<file path="src/rtl/captura_jogada_if.sv">
// Move-capture bus: arming/clear controls and buttons in, captured move and status pulses out.
interface captura_jogada_if;
   logic       inicia;
   logic       limpa;
   logic [3:0] botoes;
   logic [3:0] jogada;
   logic       jogada_feita;
   logic       jogada_invalida;
   logic       aguardando;
   logic       timeout;

   modport master (
      output inicia, limpa, botoes,
      input  jogada, jogada_feita, jogada_invalida, aguardando, timeout
   );

   modport slave (
      input  inicia, limpa, botoes,
      output jogada, jogada_feita, jogada_invalida, aguardando, timeout
   );
endinterface

</file>
<file path="src/rtl/captura_jogada.sv">
// Captures one debounced one-hot move from four raw buttons per arming,
// with invalid-press rejection and a wait timeout.
module captura_jogada #(
   parameter int DEBOUNCE = 4,
   parameter int TIMEOUT  = 5000
) (
   input  logic              clock,
   input  logic              reset_n,
   captura_jogada_if.slave   bus
);

   localparam int DBW = $clog2(DEBOUNCE + 1);
   localparam int TOW = $clog2(TIMEOUT);
   localparam logic [DBW-1:0] DB_ONE  = DBW'(1);
   localparam logic [DBW-1:0] DB_MAX  = DBW'(DEBOUNCE);
   localparam logic [TOW-1:0] TO_ONE  = TOW'(1);
   localparam logic [TOW-1:0] TO_LAST = TOW'(TIMEOUT - 1);

   typedef enum logic [2:0] {
      OCIOSO, ESPERA, ESTABILIZA, REGISTRA, SOLTURA, EXPIROU
   } estado_t;

   estado_t        estado_q, estado_d;
   logic [3:0]     sinc_q;
   logic [3:0]     botoes_s_q;
   logic [DBW-1:0] cnt_db_q, cnt_db_d;
   logic [TOW-1:0] cnt_to_q, cnt_to_d;
   logic [3:0]     amostra_q, amostra_d;
   logic [3:0]     jogada_q, jogada_d;
   logic           feita_q, feita_d;
   logic           invalida_q, invalida_d;
   logic           aguardando_q, aguardando_d;
   logic           timeout_q, timeout_d;

   always_comb begin
      estado_d  = estado_q;
      cnt_db_d  = cnt_db_q;
      cnt_to_d  = cnt_to_q;
      amostra_d = amostra_q;
      jogada_d  = jogada_q;

      case (estado_q)
         OCIOSO: begin
            if (bus.inicia) estado_d = ESPERA;
         end
         ESPERA: begin
            // A press seen on the expiry cycle still wins over the timeout.
            if (botoes_s_q != 4'b0000) begin
               estado_d  = ESTABILIZA;
               amostra_d = botoes_s_q;
            end else if (cnt_to_q == TO_LAST) begin
               estado_d = EXPIROU;
            end else begin
               cnt_to_d = cnt_to_q + TO_ONE;
            end
         end
         ESTABILIZA: begin
            if (botoes_s_q == 4'b0000) begin
               estado_d = ESPERA;
            end else if (botoes_s_q == amostra_q) begin
               if (cnt_db_q + DB_ONE == DB_MAX) estado_d = REGISTRA;
               else if (cnt_db_q != DB_MAX)     cnt_db_d = cnt_db_q + DB_ONE;
            end else begin
               amostra_d = botoes_s_q;
               cnt_db_d  = DB_ONE;
            end
         end
         REGISTRA: begin
            estado_d = SOLTURA;
         end
         SOLTURA: begin
            if (botoes_s_q != 4'b0000)            cnt_db_d = '0;
            else if (cnt_db_q + DB_ONE == DB_MAX) estado_d = OCIOSO;
            else                                  cnt_db_d = cnt_db_q + DB_ONE;
         end
         EXPIROU: begin
            estado_d = OCIOSO;
         end
         default: begin
            estado_d = OCIOSO;
         end
      endcase

      if (bus.limpa) estado_d = OCIOSO;

      // Counters restart on every state change; a fresh press starts at one stable sample.
      if (estado_d != estado_q) begin
         cnt_db_d = (estado_d == ESTABILIZA) ? DB_ONE : '0;
         cnt_to_d = '0;
      end

      feita_d      = (estado_d == REGISTRA) &&  $onehot(amostra_d);
      invalida_d   = (estado_d == REGISTRA) && !$onehot(amostra_d);
      timeout_d    = (estado_d == EXPIROU);
      aguardando_d = (estado_d == ESPERA) || (estado_d == ESTABILIZA);

      if (feita_d)   jogada_d = amostra_d;
      if (bus.limpa) jogada_d = 4'b0000;
   end

   always_ff @(posedge clock or negedge reset_n) begin
      if (!reset_n) begin
         estado_q     <= OCIOSO;
         sinc_q       <= '0;
         botoes_s_q   <= '0;
         cnt_db_q     <= '0;
         cnt_to_q     <= '0;
         amostra_q    <= '0;
         jogada_q     <= '0;
         feita_q      <= 1'b0;
         invalida_q   <= 1'b0;
         aguardando_q <= 1'b0;
         timeout_q    <= 1'b0;
      end else begin
         estado_q     <= estado_d;
         sinc_q       <= bus.botoes;
         botoes_s_q   <= sinc_q;
         cnt_db_q     <= cnt_db_d;
         cnt_to_q     <= cnt_to_d;
         amostra_q    <= amostra_d;
         jogada_q     <= jogada_d;
         feita_q      <= feita_d;
         invalida_q   <= invalida_d;
         aguardando_q <= aguardando_d;
         timeout_q    <= timeout_d;
      end
   end

   assign bus.jogada          = jogada_q;
   assign bus.jogada_feita    = feita_q;
   assign bus.jogada_invalida = invalida_q;
   assign bus.aguardando      = aguardando_q;
   assign bus.timeout         = timeout_q;

endmodule

</file>
<file path="src/flat_wrapper.sv">
// flat-port wrapper written by rule: the top's interface ports become plain ports
module captura_jogada_flat 
#(
   parameter int DEBOUNCE = 4,
   parameter int TIMEOUT  = 5000
)
  (clock, reset_n, bus_inicia, bus_limpa, bus_botoes, bus_jogada, bus_jogada_feita, bus_jogada_invalida, bus_aguardando, bus_timeout);
  captura_jogada_if bus_i ();
  input  logic clock;
  input  logic reset_n;
  input wire logic [$bits(bus_i.inicia)-1:0] bus_inicia;
  input wire logic [$bits(bus_i.limpa)-1:0] bus_limpa;
  input wire logic [$bits(bus_i.botoes)-1:0] bus_botoes;
  output wire logic [$bits(bus_i.jogada)-1:0] bus_jogada;
  output wire logic [$bits(bus_i.jogada_feita)-1:0] bus_jogada_feita;
  output wire logic [$bits(bus_i.jogada_invalida)-1:0] bus_jogada_invalida;
  output wire logic [$bits(bus_i.aguardando)-1:0] bus_aguardando;
  output wire logic [$bits(bus_i.timeout)-1:0] bus_timeout;
  assign bus_i.inicia = bus_inicia;
  assign bus_i.limpa = bus_limpa;
  assign bus_i.botoes = bus_botoes;
  assign bus_jogada = bus_i.jogada;
  assign bus_jogada_feita = bus_i.jogada_feita;
  assign bus_jogada_invalida = bus_i.jogada_invalida;
  assign bus_aguardando = bus_i.aguardando;
  assign bus_timeout = bus_i.timeout;
  captura_jogada #(.DEBOUNCE(DEBOUNCE), .TIMEOUT(TIMEOUT)) u_core (.clock(clock), .reset_n(reset_n), .bus(bus_i));
endmodule
</file>
<file path="config.mk">
export PLATFORM = sky130hd
export DESIGN_NAME = captura_jogada_flat
export DESIGN_NICKNAME = d
export VERILOG_FILES = /design/src/rtl/captura_jogada_if.sv /design/src/rtl/captura_jogada.sv /design/src/flat_wrapper.sv
export SDC_FILE = /design/constraint.sdc
export NUM_CORES = 1
export LEC_CHECK = 0
export BUFFER_PORTS_ARGS = -buffer_cell sky130_fd_sc_hd__buf_2
export CORE_UTILIZATION = 60
export CTS_BUF_LIST = sky130_fd_sc_hd__clkbuf_4
export DETAILED_ROUTE_END_ITERATION = 10
export MAX_ROUTING_LAYER = met4
export PLACE_DENSITY = 0.79
export SLEW_MARGIN = 20
export SYNTH_ARGS = -nofsm -noshare
export SYNTH_HDL_FRONTEND = slang
export SYNTH_SLANG_ARGS = --single-unit
</file>
<file path="constraint.sdc">
create_clock -name clock -period 4.4 [get_ports clock]
set_clock_uncertainty 0.2 [all_clocks]
set_input_delay 0.22 -clock clock [delete_from_list [all_inputs] [get_ports clock]]
set_output_delay 0.22 -clock clock [all_outputs]
set_load 0.01 [all_outputs]
</file>
=== Yosys cells after proc, flatten, opt, wreduce, memory -nomap -nowiden ===
Cells that the tools add are included.

* Flip-flop bits (word level): 39
* Logic and storage cells: 77

* $add $sub $neg: 5
* Equal/unequal tests: 20
* Multiplexer cells: 29
* Reductions and logical operators: 12

{| class="wikitable"
|+ Operators by type and width
! kind !! count
|-
| two-way mux 13 bit || 4
|-
| two-way mux 3 bit || 16
|-
| two-way mux 4 bit || 5
|-
| one-hot mux 3 bit (5 select lines) || 1
|-
| adder 13 x 1 -> 13 bit, second input constant || 1
|-
| equality test 13 bit, second input constant || 1
|-
| equality test 3 x 2 -> 1 bit, second input constant || 4
|-
| inequality test 4 bit, second input constant || 3
|-
| equality test 3 x 1 -> 1 bit, second input constant || 3
|-
| equality test 3 bit, second input constant || 3
|-
| one-hot mux 4 bit (2 select lines) || 1
|-
| inequality test 3 bit, second input constant || 2
|-
| one-hot mux 3 bit (2 select lines) || 1
|-
| AND reduction 5 bit || 1
|-
| adder 1 x 1 -> 2 bit || 2
|-
| equality test 4 bit || 1
|-
| zero test 4 bit || 1
|-
| inequality test 2 bit, second input constant || 2
|-
| nonzero test 2 bit || 2
|-
| nonzero test 4 bit || 1
|-
| adder 3 x 1 -> 3 bit, second input constant || 1
|-
| adder 3 bit || 1
|-
| zero test 3 bit || 1
|-
| inequality test 3 bit || 1
|-
| 6 further kinds || 7
|}

=== Logic depth before layout (Yosys ltp) ===
Gate-level depths: netlist (run 1).

* Depth after elaboration: 11
* Mapped depth: 12
* Depth with buffers taken out: 11

=== Worst setup path before layout (run 1) ===
No wires, ideal clock.

* Path type: register -> register
* Start point: register u_core.botoes_s_q[0]
* End point: register u_core.jogada_q[0] (netlist: u_core.bus.jogada[0])
* Setup time: 0.125 ns
* Data arrival time: 3.036 ns
* Setup slack: 1.039 ns
* Stages on the path, launching flop included: 12
* Path buffers: 1
* Path through: dfrtp_1 or4_1 buf_2 and3_1 nand2_1 nand2_1 ha_1 ha_1 fa_1 nor3b_1 nand3_1 mux2_2

* Longest elaborated chain between the ends: 9

{| class="wikitable"
|+ RTL lines
! element !! RTL line !! source
|-
| from (decl) || captura_jogada.sv:25 || <nowiki>logic [3:0] botoes_s_q;</nowiki>
|-
| from (signal assigned) || captura_jogada.sv:117 || <nowiki>botoes_s_q <= sinc_q;</nowiki>
|-
| equality test 4 bit || captura_jogada.sv:60 || <nowiki>end else if (botoes_s_q == amostra_q) begin</nowiki>
|-
| two-way mux 4 bit || captura_jogada.sv:60 ||
|-
| two-way mux 4 bit || captura_jogada.sv:58 || <nowiki>if (botoes_s_q == 4'b0000) begin</nowiki>
|-
| one-hot mux 4 bit (2 select lines) (*) || captura_jogada.sv:42 || <nowiki>case (estado_q)</nowiki>
|-
| net u_core.amostra_d[2] || captura_jogada.sv:28 || <nowiki>logic [3:0] amostra_q, amostra_d;</nowiki>
|-
| adder 1 x 1 -> 2 bit (implied by the code) (*) || captura_jogada.sv:92 || <nowiki>feita_d = (estado_d == REGISTRA) && $onehot(amostra_d);</nowiki>
|-
| adder 3 bit (implied by the code) (*) || captura_jogada.sv:92 ||
|-
| equality test 3 x 1 -> 1 bit (*) || captura_jogada.sv:92 ||
|-
| logical AND 1 bit (*) || captura_jogada.sv:92 ||
|-
| nonzero test 2 bit (no line) (*) || n/a ||
|-
| to (signal assigned) || captura_jogada.sv:121 || <nowiki>jogada_q <= jogada_d;</nowiki>
|-
| to (decl) || captura_jogada.sv:29 || <nowiki>logic [3:0] jogada_q, jogada_d;</nowiki>
|}

Mark *: on every way through the listed nets, which the timed path passes. The rest lies on a longest branch. The select of a mux whose other input is x is not followed.
A chain may end at the register's enable or synchronous reset.

=== Worst setup path in the final report (run 1) ===
* Start point: register u_core.botoes_s_q[0]
* End point: register u_core.jogada_q[2] (netlist: u_core.bus.jogada[2])

Same word-level chain as after synthesis.

==> flow_summary.toml, run 1 <==
[critical_path]
crit_path_end_kind = "flop"
cp-start-kind = "flop"
crit_type = "reg -> reg"
arrival_ps = 3800
required_ps = 4450
cp_max_fo = 6

[route]
routed_wl_um = 3840
drt-initial-drc-count = 83
ant_nets = 0
routedWlPerCell_um = 15.0
firstDrtPassIters = 5
vias = 1448
post-route-drc-count = 0
avgViaCountPerCell = 5.68

[pwr]
p_per_area_mw_per_mm2 = 409
irDropWorstVdd_mv = 0.349
p_leak_nw = 1.04
total_power_uw = 902

[floorplan]
ios = 16
dieHeight_um = 59.6
die_area_mm2 = 0.00355
die_w_um = 59.6
start_util_pct = 64.1
num_rows = 20
core_area_mm2 = 0.00310

[synthesis]
synthTopCellsByCount = "dfrtp_1, nor2_1, nand2_1"
synth_area_per_cell_um2 = 10.5
yosys_most_used_dff = "dfrtp_1"
synthCells = 189
syn_area_mm2 = 0.00199
synth_fp_nets = 205
ys_seq_area_share_pct = 49.1
synth_warnings = 0
synth_edf_count = 0
synth_seq_cells = 39
yosysMostFrequentCell = "dfrtp_1"
yosysUniqueCellTypes = 45
yosysTopAreaCell = "dfrtp_1"
yosysTopAreaCellShare_pct = 49.1
asyncSetResetFlopFracSynth_pct = 100
ys_top_cells_by_area = "dfrtp_1, xor2_1, ha_1"

[sta]
period_share_pct = 85.1
setup_slack_ps = 654
period_minus_slack_ps = 3750
fin_tns_setup_ps = 0
worst_slew_pin_slew_ps = 904
clock.fmax_ghz = 0.267
hold_violations = 0
finalSetupViolCount = 0
max-slew-margin-rel_pct = 39.2
drv_slew = 0
rsz0062_at_grt = "no"
worst_hold_slack_ps = 108

[cts]
numCtsBuffers = 5
clock-root-buffer = "clkbuf_4"
cts_setup_buffers = 0
htree_levels = 2
clock-sinks = 39
tritoncts = "yes"
cts.clk_slew.worst_paths_ps = 120
hold_buffers = 5
clock_path_buffers = 2
ctsResizeCount = 0
clk-insertion-delay-late_ps = 350

[placement]
dp_hpwl_um = 2680
portBuffers = 15
place.gp.congestion = 0.851
dp_cells = 242
place_ws_ps = 717
placed_area_mm2 = 0.00209

[grt]
grt_pass1_vias = 1375
grt_usage_pct = 25.7
antenna_found_initial = 0
grt_max_degree = 40
grt_pass1_wl_um = 6350
overflow = 0

[cells_and_area]
instances_no_fill = 255
nNetsFinal = 226
area_growth_syn_to_layout_pct = 10.8
final_layout_size_suffix_gt1_share_pct = 18.0
fillCellCount = 251
utilization_pct = 71.0
final_design_area_no_fill_mm2 = 0.00220
diodes = 0

[job]
drv_cap = 0

[worst_hold_path]
hp-class = "in -> reg"

[outcome]
status = "finished clean"
-- path summary, 6_finish.rpt --
check	slack, ps	startpoint	cells past startpoint	endpoint
max in group asynchronous	3180	reset_n	2	u_core.cnt_to_q[1]$_DFFE_PN0P_
worst min-delay path	110	bus_limpa	3	u_core.bus.jogada[1]$_DFFE_PN0P_
min in group asynchronous	290	reset_n	2	u_core.cnt_db_q[2]$_DFFE_PN0P_
worst min register to register	170	u_core.sinc_q[3]$_DFF_PN0_	0	u_core.botoes_s_q[3]$_DFF_PN0_
worst max register to register	650	u_core.botoes_s_q[0]$_DFF_PN0_	10	u_core.bus.jogada[2]$_DFFE_PN0P_
worst max-delay path	650	u_core.botoes_s_q[0]$_DFF_PN0_	10	u_core.bus.jogada[2]$_DFFE_PN0P_
-- final cells by class --
type / instances / area, µm² / area share, %
Clock buffer: 5 / 37.5 / 1.70
Clock inverter: 3 / 23.8 / 1.08
Inverter: 6 / 22.5 / 1.02
Multi-Input combinational cell: 138 / 963 / 43.7
Sequential cell: 39 / 976 / 44.3
Tap cell: 44 / 55.1 / 2.50
Timing Repair Buffer: 20 / 125 / 5.68
-- routing by layer --
metal | GRT usage [%] | wire (µm) | vias up
met5 | - | 0 | -
met4 | 10.6 | 68 | 0
met3 | 6.33 | 135 | 10
met2 | 39.5 | 1900 | 37
met1 | 32.7 | 1730 | 703
li1 | - | - | 698
-- layout by cell type, fill, tap and decap left out, types with 4 or more instances in the layout --
master,netlist,layout
a21oi_1,8,8
ha_1,7,7
buf_2,3,15
nor2_1,20,20
nor2b_1,4,4
mux2_2,4,4
nand4_1,4,4
and3_1,4,4
inv_1,6,6
dfrtp_1,39,39
nand2_1,18,18
clkbuf_4,0,5
nand3_1,8,8
dlygate4sd3_1,0,5
xnor2_1,4,4
xor2_1,14,14
-- flip-flops by register name (all words and copies together), names as in the netlist --
| signal | count |
|---|---|
| u_core.sinc_q | 4 |
| u_core.estado_q | 3 |
| u_core.bus.timeout | 1 |
| u_core.cnt_db_q | 3 |
| u_core.bus.aguardando | 1 |
| u_core.bus.jogada_invalida | 1 |
| u_core.bus.jogada | 4 |
| u_core.amostra_q | 4 |
| u_core.cnt_to_q | 13 |
| u_core.botoes_s_q | 4 |
| u_core.bus.jogada_feita | 1 |
-- power breakdown --
group | total [mW] | internal [mW] | switching [mW]
Clock | 0.193 | 0.0639 | 0.129
Sequential | 0.430 | 0.396 | 0.0339
Combinational | 0.279 | 0.117 | 0.162
-- cell families (layout without fill, tap and decap cells) --
group,Yosys count,in the layout,share of synthesized area (%)
AO/OA/AOI/OAI,19,19,6.67
XOR/XNOR,18,18,7.93
adder cells (fa/ha/maj),8,8,5.41
buffers and inverters,12,34,2.45
flip-flops,39,39,49.1
multiplexers,7,7,3.78
AND/OR/NAND/NOR,86,86,24.7
-- worst max-delay path, stage by stage, from the launching register on --
cell     delay, ps
dfrtp_1        430
or4_1          670
and3_1         270
nand2_1         80
nand2_1        110
ha_1           300
ha_1           200
fa_1           460
nor3b_1        340
nand3_1        240
mux2_2         320
No activity file was read; power rests on OpenSTA's default activity.
==> run 2: changes to the inputs <==
Settings changed: CORE_ASPECT_RATIO set to 0.75, RECOVER_POWER set to 50.
==> run 2 against run 1 <==
Net effect:
- the flow now finishes with violations (capacitance limit, slew limit)
- clock power up 55%
- largest cell class unchanged
- sequential cell count is the same
- worst setup slack worse by 57 ps
- critical path depth unchanged
- global-route usage increased by 1.3 points
- die area about the same
- first-iteration DRC count is 42% higher
- largest power group unchanged
- combinational power decreased by 3%
==> flow_summary.toml, run 2 (synthesized netlist as in run 1, its figures left out) <==
[outcome]
status = "complete, but fails checks"
violations = "capacitance limit, slew limit"

[critical_path]
crit_type = "reg -> reg"
critPathSlowestCell = "or4_1"
cp_max_fo = 6
rrSetupSlack_ps = 600
cp-start-kind = "flop"
required_ps = 4440
arrival_ps = 3850
worstSetupPathDepth = 10
cp_cell_sequence = "or4_1 -> and3_1 -> nand2_1 -> nand2_1 -> ha_1 -> ha_1 -> fa_1 -> nor3b_1 -> nand3_1 -> mux2_2"
critPathBufInv = 0
reg2reg_from = "u_core.botoes_s_q[0]$_DFF_PN0_"
worst_r2r_path_depth = 10
path_delay_family = "simple AND/OR/NAND/NOR gates"
critical-path-max-stage-delay_ps = 680
crit_path_end_kind = "flop"
reg2reg_to = "u_core.bus.jogada[2]$_DFFE_PN0P_"

[grt]
overflow = 0
grt_usage_pct = 27.0
antenna_found_initial = 0
grt_pass1_wl_um = 6560
grt_pass1_vias = 1435
grt_max_degree = 40

[cells_and_area]
nNetsFinal = 226
largest_reg_flops = 13
seqCellArea_um2 = 976
multiInputGateArea_um2 = 963
regMostFlops = "u_core.cnt_to_q"
area_growth_syn_to_layout_pct = 12.1
final_layout_size_suffix_gt1_share_pct = 13.7
diodes = 0
layout_common_cells = "dfrtp_1, nor2_1, nand2_1"
utilization_pct = 73.3
final_common_cell = "dfrtp_1"
instances_no_fill = 249
fillCellCount = 214

[cts]
numCtsBuffers = 5
clock_path_buffers = 2
cts.clk_slew.worst_paths_ps = 110
clock-root-buffer = "clkbuf_4"
clock-sinks = 39
clk-insertion-delay-late_ps = 350
tritoncts = "yes"
htree_levels = 2

[placement]
portBuffers = 15
dp_cells = 236
dp_hpwl_um = 2690
place.gp.congestion = 0.926

[floorplan]
die_w_um = 68.5
core_area_mm2 = 0.00304
die_area_mm2 = 0.00355
start_util_pct = 65.4
ios = 16
dieHeight_um = 51.9
num_rows = 17

[route]
wl_met1_um = 1860
routed_wl_um = 3860
vias = 1463
dr.max_layer_used = "met4"
routedWlPerCell_um = 15.5
ant_nets = 0
route.met3.wl_um = 136
avgViaCountPerCell = 5.88
firstDrtPassIters = 4
wl_met2_um = 1800
drt-initial-drc-count = 118
post-route-drc-count = 0

[worst_hold_path]
whs_path_depth = 3
hold_path.startpoint = "bus_limpa"
hp-class = "in -> reg"
min_to = "u_core.bus.jogada[1]$_DFFE_PN0P_"

[sta]
clock.fmax_ghz = 0.263
period_minus_slack_ps = 3800
drv_slew = 40
max-slew-margin-rel_pct = -36.3
rsz0062_at_grt = "no"
hold_violations = 0
worst_slew_pin_slew_ps = 2040
fin_tns_setup_ps = 0
finalSetupViolCount = 0
period_share_pct = 86.4
worst_hold_slack_ps = 105

[pwr]
total_power_uw = 998
irDropWorstVdd_mv = 0.334
p_per_area_mw_per_mm2 = 448
p_leak_nw = 1.03

[job]
drv_cap = 1
[run 2: worst max-delay path by stage]
| stage | to | slack (ps) | from |
|---|---|---|---|
| 5_1_grt | u_core.bus.jogada[2]$_DFFE_PN0P_ | 420 | u_core.botoes_s_q[0]$_DFF_PN0_ |
| 2_1_floorplan | u_core.bus.jogada[0]$_DFFE_PN0P_ | 1040 | u_core.botoes_s_q[0]$_DFF_PN0_ |
| 6_report | u_core.bus.jogada[2]$_DFFE_PN0P_ | 600 | u_core.botoes_s_q[0]$_DFF_PN0_ |
| 4_1_cts | u_core.bus.jogada[2]$_DFFE_PN0P_ | 590 | u_core.botoes_s_q[0]$_DFF_PN0_ |
| 3_5_place_dp | u_core.bus.jogada[2]$_DFFE_PN0P_ | 620 | u_core.botoes_s_q[0]$_DFF_PN0_ |
| 3_3_place_gp | u_core.bus.jogada[3]$_DFFE_PN0P_ | 870 | u_core.botoes_s_q[0]$_DFF_PN0_ |
[run 2: timing repair]
action                                 4_1_cts  5_1_grt
setup buffers                                0        0
hold buffers                                 5        0
resized for setup                            0        0
endpoints found under the hold margin       43        0
[run 2: routing by layer]
metal | vias to the layer above | global-route usage, %
li1 | 698 | -
met5 | - | -
met1 | 726 | 34.4
met2 | 31 | 42.3
met4 | 0 | 10.4
met3 | 8 | 5.92
[run 2: worst register-to-register path, stage by stage (launching register included)]
cell and delay (ps):
dfrtp_1 440, or4_1 680, and3_1 280, nand2_1 90
nand2_1 100, ha_1 290, ha_1 210, fa_1 430
nor3b_1 370, nand3_1 270, mux2_2 340
[run 2: per-stage QoR]
step                instance area [µm²]  setup slack, ps
finish                             2230              597
global route                       2230              417
CTS                                2240              593
detailed placement                 2080              620
global placement                   2080              872
floorplan                          1990             1040
[run 2: cell type report]
type / count / area share, %
Tap cell: 38 / 2.13
Timing Repair Buffer: 20 / 5.11
Inverter: 6 / 1.01
Clock buffer: 6 / 2.02
Multi-Input combinational cell: 138 / 43.2
Sequential cell: 39 / 43.8
Clock inverter: 2 / 2.70
[run 2: power breakdown]
| part | switching, mW | total (mW) | internal [mW] | leakage (nW) |
|---|---|---|---|---|
| clock | 0.115 | 0.299 | 0.183 | 0.0559 |
| sequential | 0.0334 | 0.429 | 0.396 | 0.516 |
| combinational | 0.160 | 0.270 | 0.110 | 0.459 |
